==> src/rtl/bids22_settle.sv <==
// Settle stage for the bids22 auction core: keeps the X/Y/Z credit ledger and
// logs one result record per round into a first-word-fall-through FIFO.
module bids22_settle #(
   parameter int DEPTH = 4,
   parameter int RID_W = 8
) (
   input  logic               clk,
   input  logic               reset,
   input  logic               ld_valid,
   input  logic [1:0]         ld_sel,
   input  logic [31:0]        ld_data,
   input  logic [31:0]        bid_cost,
   input  logic               X_ack,
   input  logic               Y_ack,
   input  logic               Z_ack,
   input  logic               roundOver,
   input  logic               X_win,
   input  logic               Y_win,
   input  logic               Z_win,
   input  logic [15:0]        maxBid,
   input  logic [2:0]         err,
   output logic [31:0]        X_balance,
   output logic [31:0]        Y_balance,
   output logic [31:0]        Z_balance,
   input  logic               rd_en,
   output logic               rd_valid,
   output logic [RID_W+21:0]  rd_data,
   output logic               fifo_ovf,
   output logic               busy
);

   localparam int AW    = $clog2(DEPTH);
   localparam int REC_W = RID_W + 22;

   typedef enum logic [1:0] {IDLE, CAPTURE, SETTLE, PUSH} state_t;

   state_t            state;
   logic [2:0]        win_q;      // {Z, Y, X}
   logic [15:0]       bid_q;
   logic [2:0]        err_q;
   logic [1:0]        winner_q;
   logic [15:0]       amount_q;
   logic              uflow_q;
   logic [RID_W-1:0]  round_id;

   logic [31:0]       bal_q [3];
   logic [31:0]       bal_d [3];
   logic [32:0]       charge [3];
   logic [2:0]        acks;
   logic              uflow_d;

   assign acks      = {Z_ack, Y_ack, X_ack};
   assign X_balance = bal_q[0];
   assign Y_balance = bal_q[1];
   assign Z_balance = bal_q[2];
   assign busy      = (state != IDLE);

   // Per-lane charge: fee for an ack, plus the winning amount during SETTLE.
   // A load to the lane overrides whatever charge would have landed.
   always_comb begin
      // NOTE: every comb output gets a default first so no path leaves it unassigned (no latch).
      uflow_d = 1'b0;
      for (int i = 0; i < 3; i++) begin
         charge[i] = acks[i] ? {1'b0, bid_cost} : 33'd0;
         if (state == SETTLE && winner_q == 2'(i + 1)) begin
            charge[i] = charge[i] + {17'd0, bid_q};
            uflow_d   = ({1'b0, bal_q[i]} < charge[i]);
         end
         bal_d[i] = ({1'b0, bal_q[i]} < charge[i]) ? 32'd0 : bal_q[i] - charge[i][31:0];
         if (ld_valid && ld_sel == 2'(i + 1))
            bal_d[i] = ld_data;
      end
   end

   // NOTE: sequential state uses non-blocking assignments so all registers update together.
   always_ff @(posedge clk) begin
      if (reset) begin
         for (int i = 0; i < 3; i++) bal_q[i] <= '0;
      end else begin
         for (int i = 0; i < 3; i++) bal_q[i] <= bal_d[i];
      end
   end

   always_ff @(posedge clk) begin
      if (reset) begin
         state    <= IDLE;
         win_q    <= '0;
         bid_q    <= '0;
         err_q    <= '0;
         winner_q <= '0;
         amount_q <= '0;
         uflow_q  <= 1'b0;
         round_id <= '0;
      end else begin
         case (state)
            IDLE: begin
               if (roundOver) begin
                  win_q <= {Z_win, Y_win, X_win};
                  bid_q <= maxBid;
                  err_q <= err;
                  state <= CAPTURE;
               end
            end
            CAPTURE: begin
               case (win_q)
                  3'b001:  winner_q <= 2'd1;
                  3'b010:  winner_q <= 2'd2;
                  3'b100:  winner_q <= 2'd3;
                  default: winner_q <= 2'd0;
               endcase
               amount_q <= (win_q == 3'b001 || win_q == 3'b010 || win_q == 3'b100) ? bid_q : 16'd0;
               uflow_q  <= 1'b0;
               state    <= SETTLE;
            end
            SETTLE: begin
               uflow_q <= uflow_d;
               state   <= PUSH;
            end
            PUSH: begin
               round_id <= round_id + 1'b1;
               state    <= IDLE;
            end
            default: state <= IDLE;
         endcase
      end
   end

   // Result FIFO
   logic [REC_W-1:0]  mem [DEPTH];
   logic [AW-1:0]     wr_ptr, rd_ptr;
   logic [AW:0]       count;
   logic              push, pop, full, do_push;
   logic [REC_W-1:0]  record;

   assign record  = {round_id, winner_q, err_q, uflow_q, amount_q};
   assign push    = (state == PUSH);
   assign pop     = rd_en && (count != '0);
   assign full    = (count == (AW + 1)'(DEPTH));
   assign do_push = push && (!full || pop);

   assign rd_valid = (count != '0);
   assign rd_data  = rd_valid ? mem[rd_ptr] : '0;

   // NOTE: storage is not reset; rd_data is masked while empty so stale entries never show.
   always_ff @(posedge clk) begin
      if (do_push) mem[wr_ptr] <= record;
   end

   always_ff @(posedge clk) begin
      if (reset) begin
         wr_ptr   <= '0;
         rd_ptr   <= '0;
         count    <= '0;
         fifo_ovf <= 1'b0;
      end else begin
         if (do_push) wr_ptr <= wr_ptr + 1'b1;
         if (pop)     rd_ptr <= rd_ptr + 1'b1;
         case ({do_push, pop})
            2'b10:   count <= count + 1'b1;
            2'b01:   count <= count - 1'b1;
            default: count <= count;
         endcase
         if (push && !do_push) fifo_ovf <= 1'b1;
      end
   end

endmodule

==> config.mk <==
export PLATFORM = sky130hd
export DESIGN_NAME = bids22_settle
export DESIGN_NICKNAME = d
export VERILOG_FILES = /design/src/rtl/bids22_settle.sv
export SDC_FILE = /design/constraint.sdc
export NUM_CORES = 1
export LEC_CHECK = 0
export ABC_AREA = 1
export CAP_MARGIN = 20
export CELL_PAD_IN_SITES_DETAIL_PLACEMENT = 1
export CELL_PAD_IN_SITES_GLOBAL_PLACEMENT = 2
export CORE_ASPECT_RATIO = 1.25
export CORE_UTILIZATION = 36
export CTS_CLUSTER_SIZE = 24
export DETAILED_ROUTE_END_ITERATION = 8
export PLACE_DENSITY_LB_ADDON = 0.05
export SETUP_SLACK_MARGIN = 0.4
export SLEW_MARGIN = 25
export SYNTH_ARGS = -nofsm -noshare
export SYNTH_HDL_FRONTEND = slang
export SYNTH_SLANG_ARGS = --single-unit
==> constraint.sdc <==
create_clock -name clk -period 8.3 [get_ports clk]
set_clock_uncertainty 0.05 [all_clocks]
set_input_delay 1.66 -clock clk [delete_from_list [all_inputs] [get_ports clk]]
set_output_delay 1.66 -clock clk [all_outputs]
set_load 0.01 [all_outputs]
After elaboration in Yosys (flattened, before gate mapping). Memories as Yosys holds them, arrays and structs flattened. A register that Yosys moved wholly into a read port is not among the register bits. Cells that the tools add are included.

Add/sub/neg operators: 11. Order comparisons: 6. Eq/ne operators: 16. Mux-type cells: 32. Bitwise gates (word level): 3. Reduce and logical (&&, ||, !) cells: 20.

Operators with widths (count): $mux W32 (12); $lt A32 B33 Y1 (6); $add A32 B16 Y33 (3); $mux W33 (3); $sub A32 B32 Y32 (3); $mux W30 (1); $mux W16 (1); $eq A2 B2 Y1 const B (7); $logic_and A1 B1 Y1 (9); $add A8 B1 Y8 const B (1); $eq A2 B1 Y1 const B (4); $mux W1 (8); $pmux W2 S4 (1); $eq A3 B3 Y1 const B (2); $mux W2 (3); $pmux W2 S3 (1); $pmux W3 S2 (1); $reduce_bool A2 Y1 (3); $add A2 B1 Y2 const B (2); $add A3 B1 Y3 const B (1); $eq A3 B1 Y1 const B (1); $eq A3 B2 Y1 const B (1); $logic_or A1 B1 Y1 (3); $or A1 B1 Y1 (3); other kinds (7) (8).

Flip-flop bits (word level): 59. Memory bits (writable): 216. Output and inout bits: 129. Word-level logic and storage cells: 102. Memories kept: 2.

Memories: mem (depth 4, width 30, read ports 1, clocked after Yosys merged registers in 1, wr ports 1, RTL line 129) `logic [REC_W-1:0] mem [DEPTH];`; bal_q (depth 3, width 32, read ports 3, clocked after Yosys merged registers in 0, wr ports 3, RTL line 46) `logic [31:0] bal_q [3];`.

Longest topological paths before layout.
Depth in word-level cells: 7. Mapped depth: 38. Depth with buffers taken out: 35.

Worst setup path before layout. Ideal clock, no wire load.

Path type: input to register. Start: input X_ack. End: memory bal_q[0][22]. Setup time: 0.128 ns. Data arrival time: 5.974 ns. Required time: 8.122 ns. Setup slack: 2.148 ns. Stages: 31. Buffers on the path: 5. Cells stage by stage: buf_2 > buf_2 > buf_1 > nand2_1 > inv_1 > ha_1 > inv_1 > fa_1 > o21ai_2 > a21boi_2 > o21ai_2 > nand3_1 > nand2_2 > nand2_1 > nor2_1 > xor2_1 > nor2_1 > a31oi_1 > ha_1 > a21oi_1 > nand2_1 > nor2_1 > inv_1 > a21oi_1 > nand2_1 > a21o_1 > buf_4 > nand3_1 > buf_4 > a2bb2oi_1 > nor2_1.

RTL lines: start: declaration (RTL line 13) `input logic X_ack,`; end: declaration (RTL line 46).

==> metrics <==
status completed; first-pass GRT wire length 141000 µm; Post-synth EDFFs 120; Die Span Y 282 µm; unrepaired setup endpoints after global routing no; vias in the first global route 23800; period utilization 84.5%; Flop pwr share 21.6%; Psw 5140 µW; Routed Antenna Nets 0; Int Power 5250 µW; Net count, final 3767; Worst Tran Pin Value 1.05 ns; overall die width 226 µm; DPL Wire Length 76200 µm; die area 63900 µm²; hold-fix buffers at CTS 0; Ports 225; placeable core area 62000 µm²; post-route minimum period 7.01 ns; DRT iter0 DRCs 1082; setup violators final 0; drc violations 0; Switching Share 49.5%; Leak 0.0120 µW; Total GRT Usage 29.5%; synthesis-stage register bit count 277; CP arrival 7.42 ns; final number of hold-violating endpoints 0; Final Non-Filler Cells 4282; largest net degree at the start of global routing 68; First-pass DRT Iterations 5; clk sink count 277; Yosys cell types 53; net count after synthesis 3583; normalized max-slew margin 29.3%; Syn-to-layout area delta 18.8%; crit start category primary input; Crit Path Category primary input to flip-flop; DRT Wirelength 95000 µm; FMAX 143 MHz; PortBufs 224; Post-CTS Resized 0; Synth Area per Inst 6.99 µm²; Clock Pin Slew Worst Setup and Hold Paths 0.06 ns; Area after DPL 25700 µm²; register area share after synthesis 29.8%; setup bufs post-CTS 0; Crit path required time 8.71 ns; Max-Cap Viols 0; worst vdd ir 0.000203 V; design area 26900 µm²; Max FO, Critical Path 24; mapped cell area 22600 µm²; routed len/inst 22.2 µm; Ys Warns 0; row cnt 102; Mapped Cells 3237; clk root buf clkbuf_16; worst r2r path cells 22; total negative setup slack 0 ns; H-tree depth 2; Max clock buf depth 3; Starting Density 36.5%; fin. max-slew vios 0; layout cell share with drive strength beyond 1 3.68%; clock latency on the worst-skew pair 0.56 ns; DR vias/cell 5.32; initial antenna violation count 6; overflow left after global routing 0; placed instance count 4215; Vias 22800; Hold Crit Depth 2; CTS tree done; Cell Pwr Density 386 nW/µm²; HP Class flip-flop to flip-flop; asr flop ratio synth 0%; Gate power share 62.9%; Top FF cell, synth dfxtp_1; Final Wtd Congestion 0.952; CTS buffer count 36; critical path endpoint category flip-flop; clock power share 15.5%
-- sequential cells by signal, indices dropped and copies added, names as in the netlist, named ones only --
name	flops
amount_q	16
bal_q	96
bid_q	16
count	3
err_q	3
fifo_ovf	1
mem	120
rd_ptr	2
round_id	8
state	2
uflow_q	1
win_q	3
winner_q	2
wr_ptr	2
-- metal layers --
metal	vias up	routed length, µm	GRT usage (%)
met5	-	37	0
li1	11200	-	-
met3	184	3290	3.66
met2	470	48600	54.7
met4	6	5770	16.4
met1	10900	37400	32.1
-- synthesized netlist by cell type, drive strengths merged (31+ instances only) --
cell / number / area (µm²)
nand3: 117 / 586
nand2: 767 / 2890
xor2: 107 / 937
a21oi: 326 / 1630
a21o: 32 / 240
nor3: 55 / 285
ha: 243 / 3040
buf: 31 / 163
inv: 336 / 1260
edfxtp: 120 / 3600
clkbuf: 72 / 270
dfxtp: 157 / 3140
a31oi: 41 / 257
nand4: 42 / 263
xnor2: 53 / 464
nor2: 379 / 1430
o21ai: 254 / 1300
-- final timing paths --
check | endpoint | slack, ns | from
hold reg to reg | fifo_ovf | 0.41 | fifo_ovf
hold / removal | fifo_ovf | 0.41 | fifo_ovf
setup reg to reg | bal_q[0][59] | 2.35 | state[0]
setup / recovery | bal_q[0][73] | 1.29 | bid_cost[0]
-- per-stage QoR --
| step | total power [µW] | worst slack [ns] | utilization, % | hold WS, ns |
|---|---|---|---|---|
| 2_1_floorplan | 6400 | 2.15 | - | 0.386 |
| 3_3_place_gp | 8640 | 0.908 | 41.4 | 0.388 |
| 3_5_place_dp | 8780 | 0.827 | 41.4 | 0.399 |
| 4_1_cts | 10500 | 1.38 | 43.3 | 0.408 |
| 5_1_grt | 11300 | 0.902 | 43.3 | 0.420 |
| 6_report | 10400 | 1.29 | 43.4 | 0.407 |
-- layout make-up --
cell class	count	area, µm²
Inverter	338	1270
Sequential cell	277	6750
Clock inverter	19	226
Antenna cell	2	5.00
Tap cell	832	1040
Fill cell	7923	35100
Multi-Input combinational cell	2519	14200
Clock buffer	46	958
Timing Repair Buffer	249	2420
-- worst max-delay path: stages --
cell and delay, ns:
clkdlybuf4s50_1 0.56, nand2_1 0.16, inv_1 0.11, ha_1 0.18
inv_1 0.06, fa_1 0.43, o21ai_2 0.25, a21boi_0 0.18
o21ai_1 0.25, a21boi_0 0.21, xor2_1 0.21, nand2_1 0.09
o21ai_0 0.12, ha_1 0.40, nand2_1 0.13, nor2_1 0.14
nor3b_1 0.45, nand3_1 0.13, nand3_1 0.20, a21o_1 0.22
nand3_1 0.10, nand2_1 0.11, a21o_1 0.36, buf_4 0.37
nand3_1 0.14, a21oi_1 0.17
-- logic make-up after synthesis --
group	share of synthesized area, %
compound gates	17.2
fa+ha+maj	14.1
simple gates	25.2
buf+inv	7.52
flops	29.8
xor+xnor	6.19
-- power groups by stage --
stage / Clock [µW] / Sequential [µW] / Combinational [µW]
floorplan: 0 / 2140 / 4260
global placement: 0 / 2270 / 6370
detailed placement: 0 / 2280 / 6500
CTS: 1660 / 2250 / 6560
global route: 1700 / 2270 / 7310
finish: 1620 / 2240 / 6540
-- layout by cell type (no fill, tap or decap), drive strengths merged, types with 3 or more instances in the layout --
master         instances
and2                   5
nor2                 379
a211oi                 5
o21bai                10
buf                   28
inv                  337
o21ai                254
nand3                117
a21o                  32
o21a                  12
a21oi                326
nand4                 42
or2                    8
nor3                  55
dfxtp                157
nand3b                11
clkdlybuf4s50        221
o211ai                 3
bufinv                 4
clkbuf                46
nor4                   8
xor2                 107
o31ai                  4
fa                     7
nand2                767
clkinv                15
a31oi                 41
ha                   243
edfxtp               120
xnor2                 53
a21boi                10
o22ai                  3
(Power assumes the default switching activity.)
